## src/rtl/pc_seq_monitor_if.sv

```systemverilog
// Bus between a PC source/config host and pc_seq_monitor.
// The host drives samples, config and clear. The monitor returns count, match and overflow.
interface pc_seq_monitor_if #(
  parameter int ADDR_W  = 32,
  parameter int SEQ_LEN = 3,
  parameter int CNT_W   = 5
);
  localparam int IDX_W = $clog2(SEQ_LEN);
  localparam int LEN_W = $clog2(SEQ_LEN + 1);

  logic [ADDR_W-1:0] pc_add;
  logic              enable;
  logic              cfg_we;
  logic [IDX_W-1:0]  cfg_idx;
  logic [ADDR_W-1:0] cfg_data;
  logic [LEN_W-1:0]  cfg_len;
  logic              clear;
  logic [CNT_W-1:0]  count;
  logic              match;
  logic              overflow;

  modport master (
    output pc_add, enable, cfg_we, cfg_idx, cfg_data, cfg_len, clear,
    input  count, match, overflow
  );

  modport slave (
    input  pc_add, enable, cfg_we, cfg_idx, cfg_data, cfg_len, clear,
    output count, match, overflow
  );
endinterface

```

## src/rtl/pc_seq_monitor.sv

```systemverilog
// Programmable PC-sequence monitor. It matches up to SEQ_LEN sampled addresses, overlapping matches included.
// Each match gives a one-cycle pulse and a saturating or wrapping match count.
module pc_seq_monitor #(
  parameter int ADDR_W  = 32,
  parameter int SEQ_LEN = 3,
  parameter int CNT_W   = 5,
  parameter bit SAT     = 1'b1
)(
  input logic             clk,
  input logic             rst,
  pc_seq_monitor_if.slave bus
);
  localparam int IDX_W = $clog2(SEQ_LEN);
  localparam int LEN_W = $clog2(SEQ_LEN + 1);
  localparam logic [CNT_W-1:0] CNT_MAX = '1;

  logic [SEQ_LEN-1:0][ADDR_W-1:0] hist, pat;
  logic [LEN_W-1:0]               fill, len;
  logic [CNT_W-1:0]               count;
  logic                           match, overflow, hit;
  logic                           len_ok, idx_ok;

  // hist[0] is the newest sample. It lines up against pat[len-2]. pc_add lines up against pat[len-1].
  always_comb begin
    hit = bus.enable && !bus.cfg_we &&
          (int'(fill) >= int'(len) - 1) &&
          (bus.pc_add == pat[IDX_W'(int'(len) - 1)]);
    for (int k = 0; k < SEQ_LEN - 1; k++)
      if ((k <= int'(len) - 2) && (hist[k] != pat[IDX_W'(int'(len) - 2 - k)]))
        hit = 1'b0;
  end

  assign len_ok = (bus.cfg_len != '0) && (int'(bus.cfg_len) <= SEQ_LEN);
  assign idx_ok = int'(bus.cfg_idx) < SEQ_LEN;

  always_ff @(posedge clk or negedge rst) begin
    if (!rst) begin
      hist     <= '0;
      pat      <= '0;
      fill     <= '0;
      len      <= LEN_W'(SEQ_LEN);
      count    <= '0;
      match    <= 1'b0;
      overflow <= 1'b0;
    end else begin
      match <= hit;
      // A config write flushes the history. A sample taken in the same cycle is dropped.
      if (bus.cfg_we) begin
        if (idx_ok) pat[bus.cfg_idx] <= bus.cfg_data;
        if (len_ok) len <= bus.cfg_len;
        hist <= '0;
        fill <= '0;
      end else if (bus.enable) begin
        hist <= {hist[SEQ_LEN-2:0], bus.pc_add};
        if (int'(fill) < SEQ_LEN) fill <= fill + 1'b1;
      end
      if (bus.clear) begin
        count    <= '0;
        overflow <= 1'b0;
      end else if (hit) begin
        if (count == CNT_MAX) begin
          overflow <= 1'b1;
          if (!SAT) count <= '0;
        end else begin
          count <= count + 1'b1;
        end
      end
    end
  end

  assign bus.count    = count;
  assign bus.match    = match;
  assign bus.overflow = overflow;
endmodule

```

## src/flat_wrapper.sv

```systemverilog
// flat-port wrapper written by rule: the top's interface ports become plain ports
module pc_seq_monitor_flat 
#(
  parameter int ADDR_W  = 32,
  parameter int SEQ_LEN = 3,
  parameter int CNT_W   = 5,
  parameter bit SAT     = 1'b1
)
  (clk, rst, bus_pc_add, bus_enable, bus_cfg_we, bus_cfg_idx, bus_cfg_data, bus_cfg_len, bus_clear, bus_count, bus_match, bus_overflow);
  pc_seq_monitor_if #(.ADDR_W(ADDR_W), .SEQ_LEN(SEQ_LEN), .CNT_W(CNT_W)) bus_i ();
  input logic clk;
  input logic rst;
  input wire logic [$bits(bus_i.pc_add)-1:0] bus_pc_add;
  input wire logic [$bits(bus_i.enable)-1:0] bus_enable;
  input wire logic [$bits(bus_i.cfg_we)-1:0] bus_cfg_we;
  input wire logic [$bits(bus_i.cfg_idx)-1:0] bus_cfg_idx;
  input wire logic [$bits(bus_i.cfg_data)-1:0] bus_cfg_data;
  input wire logic [$bits(bus_i.cfg_len)-1:0] bus_cfg_len;
  input wire logic [$bits(bus_i.clear)-1:0] bus_clear;
  output wire logic [$bits(bus_i.count)-1:0] bus_count;
  output wire logic [$bits(bus_i.match)-1:0] bus_match;
  output wire logic [$bits(bus_i.overflow)-1:0] bus_overflow;
  assign bus_i.pc_add = bus_pc_add;
  assign bus_i.enable = bus_enable;
  assign bus_i.cfg_we = bus_cfg_we;
  assign bus_i.cfg_idx = bus_cfg_idx;
  assign bus_i.cfg_data = bus_cfg_data;
  assign bus_i.cfg_len = bus_cfg_len;
  assign bus_i.clear = bus_clear;
  assign bus_count = bus_i.count;
  assign bus_match = bus_i.match;
  assign bus_overflow = bus_i.overflow;
  pc_seq_monitor #(.ADDR_W(ADDR_W), .SEQ_LEN(SEQ_LEN), .CNT_W(CNT_W), .SAT(SAT)) u_core (.clk(clk), .rst(rst), .bus(bus_i));
endmodule
```

## config.mk

```make
export PLATFORM = sky130hd
export DESIGN_NAME = pc_seq_monitor_flat
export DESIGN_NICKNAME = d
export VERILOG_FILES = /design/src/rtl/pc_seq_monitor_if.sv /design/src/rtl/pc_seq_monitor.sv /design/src/flat_wrapper.sv
export SDC_FILE = /design/constraint.sdc
export NUM_CORES = 1
export LEC_CHECK = 0
export ABC_AREA = 1
export BUFFER_PORTS_ARGS = -buffer_cell sky130_fd_sc_hd__buf_2
export CAP_MARGIN = 20
export CORE_MARGIN = 10
export CORE_UTILIZATION = 25
export DETAILED_ROUTE_END_ITERATION = 10
export MAX_ROUTING_LAYER = met4
export SLEW_MARGIN = 20
export SYNTH_ARGS = -nofsm -noshare
export SYNTH_HDL_FRONTEND = slang
export SYNTH_SLANG_ARGS = --single-unit
export TNS_END_PERCENT = 20
```

## constraint.sdc

```tcl
create_clock -name clk -period 6.5 [get_ports clk]
set_clock_uncertainty 0.1 [all_clocks]
set_input_delay 0.975 -clock clk [delete_from_list [all_inputs] [get_ports clk]]
set_output_delay 0.975 -clock clk [all_outputs]
set_load 0.005 [all_outputs]
```

==> results of run 1 <==
synth_stat cells (all sizes together):
| cell type | number | area, µm² |
|---|---|---|
| dfrtp | 169 | 4230 |
| buf | 35 | 234 |
| nand3 | 217 | 1090 |
| o21ai | 108 | 541 |
| xnor2 | 1 | 8.76 |
| nand4 | 11 | 75.1 |
| o22ai | 63 | 394 |
| and3b | 1 | 8.76 |
| o211ai | 4 | 30.0 |
| clkbuf | 37 | 139 |
| nor2 | 91 | 344 |
| ha | 8 | 100 |
| a21oi | 2 | 10.0 |
| inv | 227 | 855 |
| xor2 | 2 | 25.0 |
| nand3b | 1 | 7.51 |
| dfstp | 2 | 52.6 |
| nand2 | 751 | 2820 |
| and3 | 2 | 12.5 |
| or2 | 1 | 6.26 |
| clkinv | 2 | 7.51 |
| and2 | 2 | 12.5 |
worst max-delay path, delay by kind of cell (launching register included):
kind | cells | cell delay, ns
AND/OR/NAND/NOR | 13 | 1.42
buffers and inverters | 3 | 0.93
flip-flops | 1 | 0.81
adder cells (fa/ha/maj) | 1 | 0.30
layout by cell type (no fill, tap or decap), drive strengths merged:
cell / netlist / layout
a21oi: 2 / 2
and2: 2 / 2
and3: 2 / 2
and3b: 1 / 1
buf: 35 / 93
bufinv: 0 / 1
clkbuf: 37 / 17
clkinv: 2 / 4
dfrtp: 169 / 169
dfstp: 2 / 2
diode: 0 / 2
ha: 8 / 8
inv: 227 / 238
nand2: 751 / 751
nand3: 217 / 217
nand3b: 1 / 1
nand4: 11 / 11
nor2: 91 / 91
o211ai: 4 / 4
o21ai: 108 / 108
o22ai: 63 / 63
or2: 1 / 1
xnor2: 1 / 1
xor2: 2 / 2
layout make-up:
type	count	area share
multi-input cells	1265	0.442
flip-flops and latches	171	0.343
inverters	229	0.0691
well taps	585	0.0586
repair buffers	93	0.0406
clock buffers	17	0.0341
clock inverters	14	0.0121
diodes	2	0.000401
registers in the layout, summed over array words and instances (netlist names):
register / count
u_core.bus.count: 5
u_core.bus.match: 1
u_core.bus.overflow: 1
u_core.fill: 2
u_core.hist: 64
u_core.len: 2
u_core.pat: 96
metrics by stage:
stage | utilization | hold slack (ns) | setup WS, ns | cells | instance area, µm²
after global routing | 0.288 | 0.432 | 2.43 | 2376 | 12500
after detailed placement | 0.275 | 0.382 | 2.84 | 2343 | 11900
after global placement | 0.275 | 0.370 | 2.86 | 2343 | 11900
after CTS | 0.288 | 0.401 | 2.83 | 2374 | 12500
after floorplan | - | 0.353 | 3.69 | 1737 | 11000
final | 0.288 | 0.397 | 2.79 | 2376 | 12500
per-layer routing:
layer,vias up,wire length [µm],global-route usage
li1,5553,-,-
met1,5262,18900,0.208
met2,360,17300,0.227
met3,42,2340,0.0224
met4,0,659,0.0378
met5,-,0,-
where the power goes:
part           internal (mW)  switching [mW]  leakage, nW  total, mW
clock                  0.545           0.502        0.286       1.05
sequential              1.18           0.129         2.21       1.31
combinational          0.348           0.756         4.27       1.10
cells by family after synthesis:
kind of cell,after synthesis,share of synthesized area
compound gates,177,0.0886
simple gates,1077,0.398
xor+xnor,3,0.00307
buf+inv,301,0.112
flops,171,0.389
fa+ha+maj,8,0.00910
worst paths after layout:
kind	startpoint	endpoint	slack, ns	cells after the start
min in group asynchronous	rst	u_core.pat[76]$_DFFE_PN0P_	0.41	1
worst max register to register	u_core.len[0]$_DFFE_PN1P_	u_core.bus.count[1]$_DFFE_PN0P_	2.79	17
worst min register to register	u_core.pat[43]$_DFFE_PN0P_	u_core.pat[43]$_DFFE_PN0P_	0.40	2
worst min-delay path	u_core.pat[43]$_DFFE_PN0P_	u_core.pat[43]$_DFFE_PN0P_	0.40	2
max in group asynchronous	rst	u_core.pat[33]$_DFFE_PN0P_	4.57	2
worst max-delay path	u_core.len[0]$_DFFE_PN1P_	u_core.bus.count[1]$_DFFE_PN0P_	2.79	17
==> impl_metrics.env, run 1 <==
export IMPL_ctsHoldBuffers=0
export IMPL_htreeDepth=4
export IMPL_yosysWarnings=0
export IMPL_tightest_slew_ns=1.17
export IMPL_numCtsBuffers=17
export IMPL_hold_class="flip-flop to flip-flop"
export IMPL_min_period_over_period=0.570
export IMPL_criticalPathCategory="flip-flop to flip-flop"
export IMPL_row_count=76
export IMPL_syn_area_per_cell_um2=6.33
export IMPL_period_needed_ns=3.71
export IMPL_crit_path_frequent_cell="nand2_1"
export IMPL_slew_headroom=0.219
export IMPL_syn_nets=1818
export IMPL_antenna_found_initial=4
export IMPL_start_util=0.254
export IMPL_ios=80
export IMPL_final_seq_area_mm2=0.00429
export IMPL_clock_tree_root_cell="clkbuf_16"
export IMPL_status="finished, final reports clean"
export IMPL_endpoint_kind="flip-flop"
export IMPL_ctsResizeCount=0
export IMPL_syn2layout_area_growth_pct=13.4
export IMPL_drt_iter0_drc=1269
export IMPL_viasPerCell=4.72
export IMPL_multi_input_area_mm2=0.00551
export IMPL_clk_latency_ns=0.45
export IMPL_finalWirelength_um=39200
export IMPL_dieWidth_um=230
export IMPL_dieArea_mm2=0.0528
export IMPL_hold_viol=0
export IMPL_drt_pre_antenna_iters=6
export IMPL_fmax_mhz=270
export IMPL_maxCapViolCount=0
export IMPL_grt_pass1_wl_um=60900
export IMPL_n_fill_cell=4768
export IMPL_grt_pass1_vias=10400
export IMPL_setup_violations=0
export IMPL_ir_worst_vdd_v=0.000203
export IMPL_drc=0
export IMPL_p_leak_nw=6.76
export IMPL_fin_nets=1858
export IMPL_cts_tree="yes"
export IMPL_die_h_um=230
export IMPL_total_power_mw=3.46
export IMPL_worstPathRequired_ns=6.75
export IMPL_ys_types=32
export IMPL_grt_max_degree=74
export IMPL_place_port_buffers=79
export IMPL_cellPowerDensity_mw_per_mm2=278
export IMPL_rsz0062_at_grt="no"
export IMPL_path_max_fanout=37
export IMPL_crit_slowest_cell="dfstp_4"
export IMPL_critPathArrivalTime_ns=3.95
export IMPL_ant_nets=0
export IMPL_finalMaxSlewViolations=0
export IMPL_cts_buffer_depth=2
export IMPL_path_cells="inv_4, ha_2, inv_2, buf_4, nand3_1, nand2_1, nand2_1, nand2_1, nand2_1, nor2_1, nand2_1, nor2_1, nand2_1, nand2_1, nand4_2, nand3_1, nand2_1"
export IMPL_overflow=0
export IMPL_drive_gt1_frac=0.0799
export IMPL_vias=11200
export IMPL_avgRoutedWirePerCell_um=16.5
export IMPL_grt_usage=0.151
export IMPL_core_area_mm2=0.0433
export IMPL_netlist_area_mm2=0.0110
export IMPL_clk_pin_slew_ns=0.08
export IMPL_yosysSeqAreaShare=0.389
export IMPL_synth_seq_cells=171
export IMPL_hpwl_um=28600
export IMPL_cts_setup_buffers=0
export IMPL_setup_tns_ns=0
export IMPL_cts_sinks=171
export IMPL_max_stage_delay_ns=0.81
export IMPL_gp_congestion=0.946
export IMPL_syn_inst=1737
export IMPL_critPathLaunchType="flip-flop"
Note: power is estimated with default switching activity, not from simulation.
==> run 2: changes to the inputs <==
==> constraint.sdc (replaced) <==
create_clock -name clk -period 3.8 [get_ports clk]
set_clock_uncertainty 0.1 [all_clocks]
set_input_delay 0.57 -clock clk [delete_from_list [all_inputs] [get_ports clk]]
set_output_delay 0.57 -clock clk [all_outputs]
set_load 0.005 [all_outputs]
==> impl_metrics.env, run 2 (synthesized netlist as in run 1, its figures left out) <==
export IMPL_status="finished, final reports clean"
export IMPL_slew_headroom=0.250
export IMPL_finalWirelength_um=38800
export IMPL_fin_nets=1862
export IMPL_total_power_mw=5.91
export IMPL_endpoint_kind="flip-flop"
export IMPL_numCtsBuffers=17
export IMPL_vias=11100
export IMPL_ios=80
export IMPL_finalMaxSlewViolations=0
export IMPL_tightest_slew_ns=1.12
export IMPL_layout_commonest_cell="nand2_1"
export IMPL_avgRoutedWirePerCell_um=16.3
export IMPL_cellPowerDensity_mw_per_mm2=471
export IMPL_htreeDepth=4
export IMPL_grt_pass1_wl_um=61300
export IMPL_drt_pre_antenna_iters=5
export IMPL_mostFrequentLayoutCells="nand2_1, inv_1, nand3_1"
export IMPL_grt_usage=0.151
export IMPL_final_util=0.290
export IMPL_multi_input_area_mm2=0.00551
export IMPL_row_count=76
export IMPL_worstPathRequired_ns=4.04
export IMPL_gp_congestion=0.945
export IMPL_largest_register_ffs=96
export IMPL_fmax_mhz=289
export IMPL_clk_pin_slew_ns=0.08
export IMPL_regMostFlops="u_core.pat"
export IMPL_min_period_over_period=0.910
export IMPL_critPathLaunchType="flip-flop"
export IMPL_antenna_found_initial=2
export IMPL_period_needed_ns=3.46
export IMPL_hpwl_um=28800
export IMPL_p_leak_nw=6.80
export IMPL_cts_sinks=171
export IMPL_rsz0062_at_grt="no"
export IMPL_syn2layout_area_growth_pct=14.1
export IMPL_max_stage_delay_ns=0.57
export IMPL_ctsHoldBuffers=0
export IMPL_drc=0
export IMPL_setup_tns_ns=0
export IMPL_place_port_buffers=79
export IMPL_ctsResizeCount=0
export IMPL_grt_max_degree=99
export IMPL_critPathArrivalTime_ns=3.70
export IMPL_setup_violations=0
export IMPL_dieArea_mm2=0.0528
export IMPL_start_util=0.254
export IMPL_overflow=0
export IMPL_n_fill_cell=4790
export IMPL_reg_largest_list="u_core.pat: 96 flops, u_core.hist: 64 flops, u_core.bus.count: 5 flops"
export IMPL_pre_cts_ws_ns=0.374
export IMPL_cts_tree="yes"
export IMPL_core_area_mm2=0.0433
export IMPL_path_max_fanout=40
export IMPL_path_cells="inv_2, ha_2, inv_2, buf_12, nand3_1, nand2_1, nand2_1, nand2_1, nand3_1, nor2_1, nand2_1, nor2_1, nand2_1, nand2_1, nand4_2, nand3_1, nand2_1"
export IMPL_ant_nets=0
export IMPL_maxCapViolCount=0
export IMPL_fin_hold_ws_ns=0.0799
export IMPL_clk_latency_ns=0.45
export IMPL_clock_tree_root_cell="clkbuf_16"
export IMPL_drive_gt1_frac=0.0825
export IMPL_drt_iter0_drc=1211
export IMPL_final_seq_area_mm2=0.00429
export IMPL_criticalPathCategory="flip-flop to flip-flop"
export IMPL_dieWidth_um=230
export IMPL_cts_setup_buffers=0
export IMPL_die_h_um=230
export IMPL_crit_slowest_cell="dfstp_2"
export IMPL_hold_viol=0
export IMPL_cts_buffer_depth=2
export IMPL_ir_worst_vdd_v=0.000256
export IMPL_viasPerCell=4.65
export IMPL_grt_pass1_vias=10600
export IMPL_hold_class="input port to async pin"
export IMPL_layout_setup_ws_ns=0.342
export IMPL_crit_path_frequent_cell="nand2_1"
[run 2: changes by cell type in the layout (fill, tap and decap cells not counted)]
cell and change:
buf_12 +4, bufinv_16 -1, clkinv_2 +1, clkinv_8 +2
diode_2 -1, inv_8 -1, nand2_2 -1, nand2_4 +1
nor2_2 +1, nor2_4 -1
[run 2: layer usage]
layer | routed length (µm) | global-route usage
met3 | 1940 | 0.0180
met5 | 0 | -
met1 | 18800 | 0.208
met4 | 1080 | 0.0522
met2 | 17000 | 0.226
[run 2: worst max-delay path, delay by kind of cell (launching register included)]
kind,cells,cell delay [ns]
adders and majority gates,1,0.35
and+or+nand+nor,13,1.42
DFF,1,0.57
buffers and inverters,3,0.86
[run 2: final cells by class]
class	count	share of cell area
inverters	229	0.0687
repair buffers	97	0.0467
well taps	585	0.0583
flip-flops and latches	171	0.341
diodes	1	0.000199
clock buffers	17	0.0339
multi-input cells	1265	0.439
clock inverters	15	0.0118
[run 2: metrics by stage]
step / area [µm²] / std cells
floorplan: 11000 / 1737
global placement: 12000 / 2346
detailed placement: 12000 / 2346
CTS: 12500 / 2378
global route: 12600 / 2380
finish: 12600 / 2380
[run 2: power by group]
part           internal, mW  total, mW  leakage (nW)  switching, mW
registers              2.03       2.23          2.21          0.209
logic                 0.616       1.94          4.31           1.32
clock network         0.874       1.74         0.284          0.862
total                  3.52       5.91          6.80           2.39
[run 2: worst paths after layout]
kind	from	depth (start not counted)	end	slack (ns)
setup / recovery	u_core.len[1]$_DFFE_PN1P_	17	u_core.bus.count[2]$_DFFE_PN0P_	0.34
hold / removal	rst	1	u_core.hist[12]$_DFFE_PN0P_	0.08
setup reg to reg	u_core.len[1]$_DFFE_PN1P_	17	u_core.bus.count[2]$_DFFE_PN0P_	0.34
hold reg to reg	u_core.pat[35]$_DFFE_PN0P_	2	u_core.pat[35]$_DFFE_PN0P_	0.39
max in group asynchronous	rst	2	u_core.pat[48]$_DFFE_PN0P_	2.62
min in group clk	bus_clear	2	u_core.bus.overflow$_DFFE_PN0P_	0.27
==> run 3: changes to the inputs <==
==> constraint.sdc (replaced) <==
create_clock -name clk -period 3.9 [get_ports clk]
set_clock_uncertainty 0.1 [all_clocks]
set_input_delay 0.585 -clock clk [delete_from_list [all_inputs] [get_ports clk]]
set_output_delay 0.585 -clock clk [all_outputs]
set_load 0.05 [all_outputs]
==> impl_metrics.env, run 3 (synthesized netlist as in run 1, its figures left out) <==
export IMPL_drt_pre_antenna_iters=6
export IMPL_htreeDepth=4
export IMPL_core_area_mm2=0.0433
export IMPL_dieArea_mm2=0.0528
export IMPL_reg_largest_list="u_core.pat: 96 flops, u_core.hist: 64 flops, u_core.bus.count: 5 flops"
export IMPL_vias=11100
export IMPL_worstPathRequired_ns=4.17
export IMPL_place_port_buffers=79
export IMPL_ctsResizeCount=0
export IMPL_gp_congestion=0.982
export IMPL_cts_sinks=171
export IMPL_status="finished, final reports clean"
export IMPL_mostFrequentLayoutCells="nand2_1, inv_1, nand3_1"
export IMPL_finalMaxSlewViolations=0
export IMPL_fmax_mhz=292
export IMPL_setup_violations=0
export IMPL_fin_nets=1862
export IMPL_tightest_slew_ns=0.786
export IMPL_drt_iter0_drc=1070
export IMPL_criticalPathCategory="flip-flop to flip-flop"
export IMPL_period_needed_ns=3.43
export IMPL_finalWirelength_um=38800
export IMPL_largest_register_ffs=96
export IMPL_path_max_fanout=47
export IMPL_overflow=0
export IMPL_cts_buffer_depth=2
export IMPL_dieWidth_um=230
export IMPL_viasPerCell=4.67
export IMPL_slew_headroom=0.476
export IMPL_hold_class="input port to async pin"
export IMPL_numCtsBuffers=17
export IMPL_ios=80
export IMPL_regMostFlops="u_core.pat"
export IMPL_crit_slowest_cell="ha_2"
export IMPL_drive_gt1_frac=0.0819
export IMPL_critPathArrivalTime_ns=3.70
export IMPL_ir_worst_vdd_v=0.000309
export IMPL_rsz0062_at_grt="no"
export IMPL_ctsHoldBuffers=0
export IMPL_grt_pass1_wl_um=60800
export IMPL_grt_usage=0.150
export IMPL_clk_latency_ns=0.47
export IMPL_critPathLaunchType="flip-flop"
export IMPL_final_util=0.290
export IMPL_ant_nets=0
export IMPL_row_count=76
export IMPL_hpwl_um=28500
export IMPL_layout_commonest_cell="nand2_1"
export IMPL_clock_tree_root_cell="clkbuf_16"
export IMPL_hold_viol=0
export IMPL_crit_path_frequent_cell="nand2_1"
export IMPL_endpoint_kind="flip-flop"
export IMPL_antenna_found_initial=2
export IMPL_grt_pass1_vias=10500
export IMPL_avgRoutedWirePerCell_um=16.3
export IMPL_syn2layout_area_growth_pct=14.2
export IMPL_start_util=0.254
export IMPL_setup_tns_ns=0
export IMPL_clk_pin_slew_ns=0.08
export IMPL_path_cells="inv_2, ha_2, inv_2, buf_12, nand3_1, nand2_1, nand2_1, nand2_1, nand2_1, nor2_1, nand2_1, nor2_1, nand2_1, nand2_1, nand4_2, nand3_1, nand2_1"
export IMPL_cellPowerDensity_mw_per_mm2=469
export IMPL_grt_max_degree=74
export IMPL_cts_setup_buffers=0
export IMPL_fin_hold_ws_ns=0.0553
export IMPL_p_leak_nw=6.79
export IMPL_die_h_um=230
export IMPL_min_period_over_period=0.879
export IMPL_cts_tree="yes"
export IMPL_maxCapViolCount=0
export IMPL_max_stage_delay_ns=0.39
export IMPL_drc=0
export IMPL_total_power_mw=5.90
-- run 3: cell count changes in the layout (fill, tap and decap cells not counted) --
cell	before	now
clkinv_8	2	0
buf_12	4	2
buf_4	14	16
nand2_2	3	4
clkinvlp_4	0	2
clkbuf_1	0	1
diode_2	1	2
bufinv_16	0	3
nand2_4	1	0
clkinv_2	1	0
inv_6	8	6
clkinv_4	2	3
inv_8	2	0
-- run 3: per-stage QoR --
step | std cells | cell area [µm²] | setup slack [ns]
5_1_grt | 2380 | 12600 | 0.288
4_1_cts | 2379 | 12600 | 0.519
6_report | 2381 | 12600 | 0.472
3_5_place_dp | 2347 | 11900 | 0.537
2_1_floorplan | 1737 | 11000 | 1.08
3_3_place_gp | 2347 | 11900 | 0.594
-- run 3: worst max-delay path, delay by kind of cell, from the launching register on --
kind / cells / cell delay (ns)
and+or+nand+nor: 13 / 1.48
buffers and inverters: 3 / 0.96
adders and majority gates: 1 / 0.39
DFF: 1 / 0.38
-- run 3: metal layers --
metal / wire length, µm / GRT usage / vias up
li1: - / - / 5545
met1: 18900 / 0.205 / 5190
met2: 17200 / 0.225 / 353
met3: 1980 / 0.0196 / 42
met4: 762 / 0.0483 / 0
met5: 0 / - / -
-- run 3: cell type report --
cell class	count	area (µm²)
antenna	2	5.00
timing repair buffer	97	562
multi-input combinational	1265	5510
clock inverter	14	184
tap	585	732
sequential	171	4290
clock buffer	18	429
inverter	229	862
fill	4776	30700
-- run 3: final timing paths --
path / start / to / cells after the start / slack, ns
min in group clk: bus_clear / u_core.bus.overflow$_DFFE_PN0P_ / 2 / 0.25
worst max register to register: u_core.len[1]$_DFFE_PN1P_ / u_core.bus.count[0]$_DFFE_PN0P_ / 17 / 0.47
max in group asynchronous: rst / u_core.len[1]$_DFFE_PN1P_ / 2 / 2.65
worst min-delay path: rst / u_core.hist[11]$_DFFE_PN0P_ / 1 / 0.06
worst min register to register: u_core.pat[11]$_DFFE_PN0P_ / u_core.pat[11]$_DFFE_PN0P_ / 2 / 0.39
worst max-delay path: u_core.len[1]$_DFFE_PN1P_ / u_core.bus.count[0]$_DFFE_PN0P_ / 17 / 0.47
-- run 3: where the power goes --
part | total, mW | internal, mW | switching (mW)
registers | 2.17 | 1.97 | 0.197
clock network | 1.83 | 1.02 | 0.808
logic | 1.90 | 0.595 | 1.30
total | 5.90 | 3.59 | 2.30
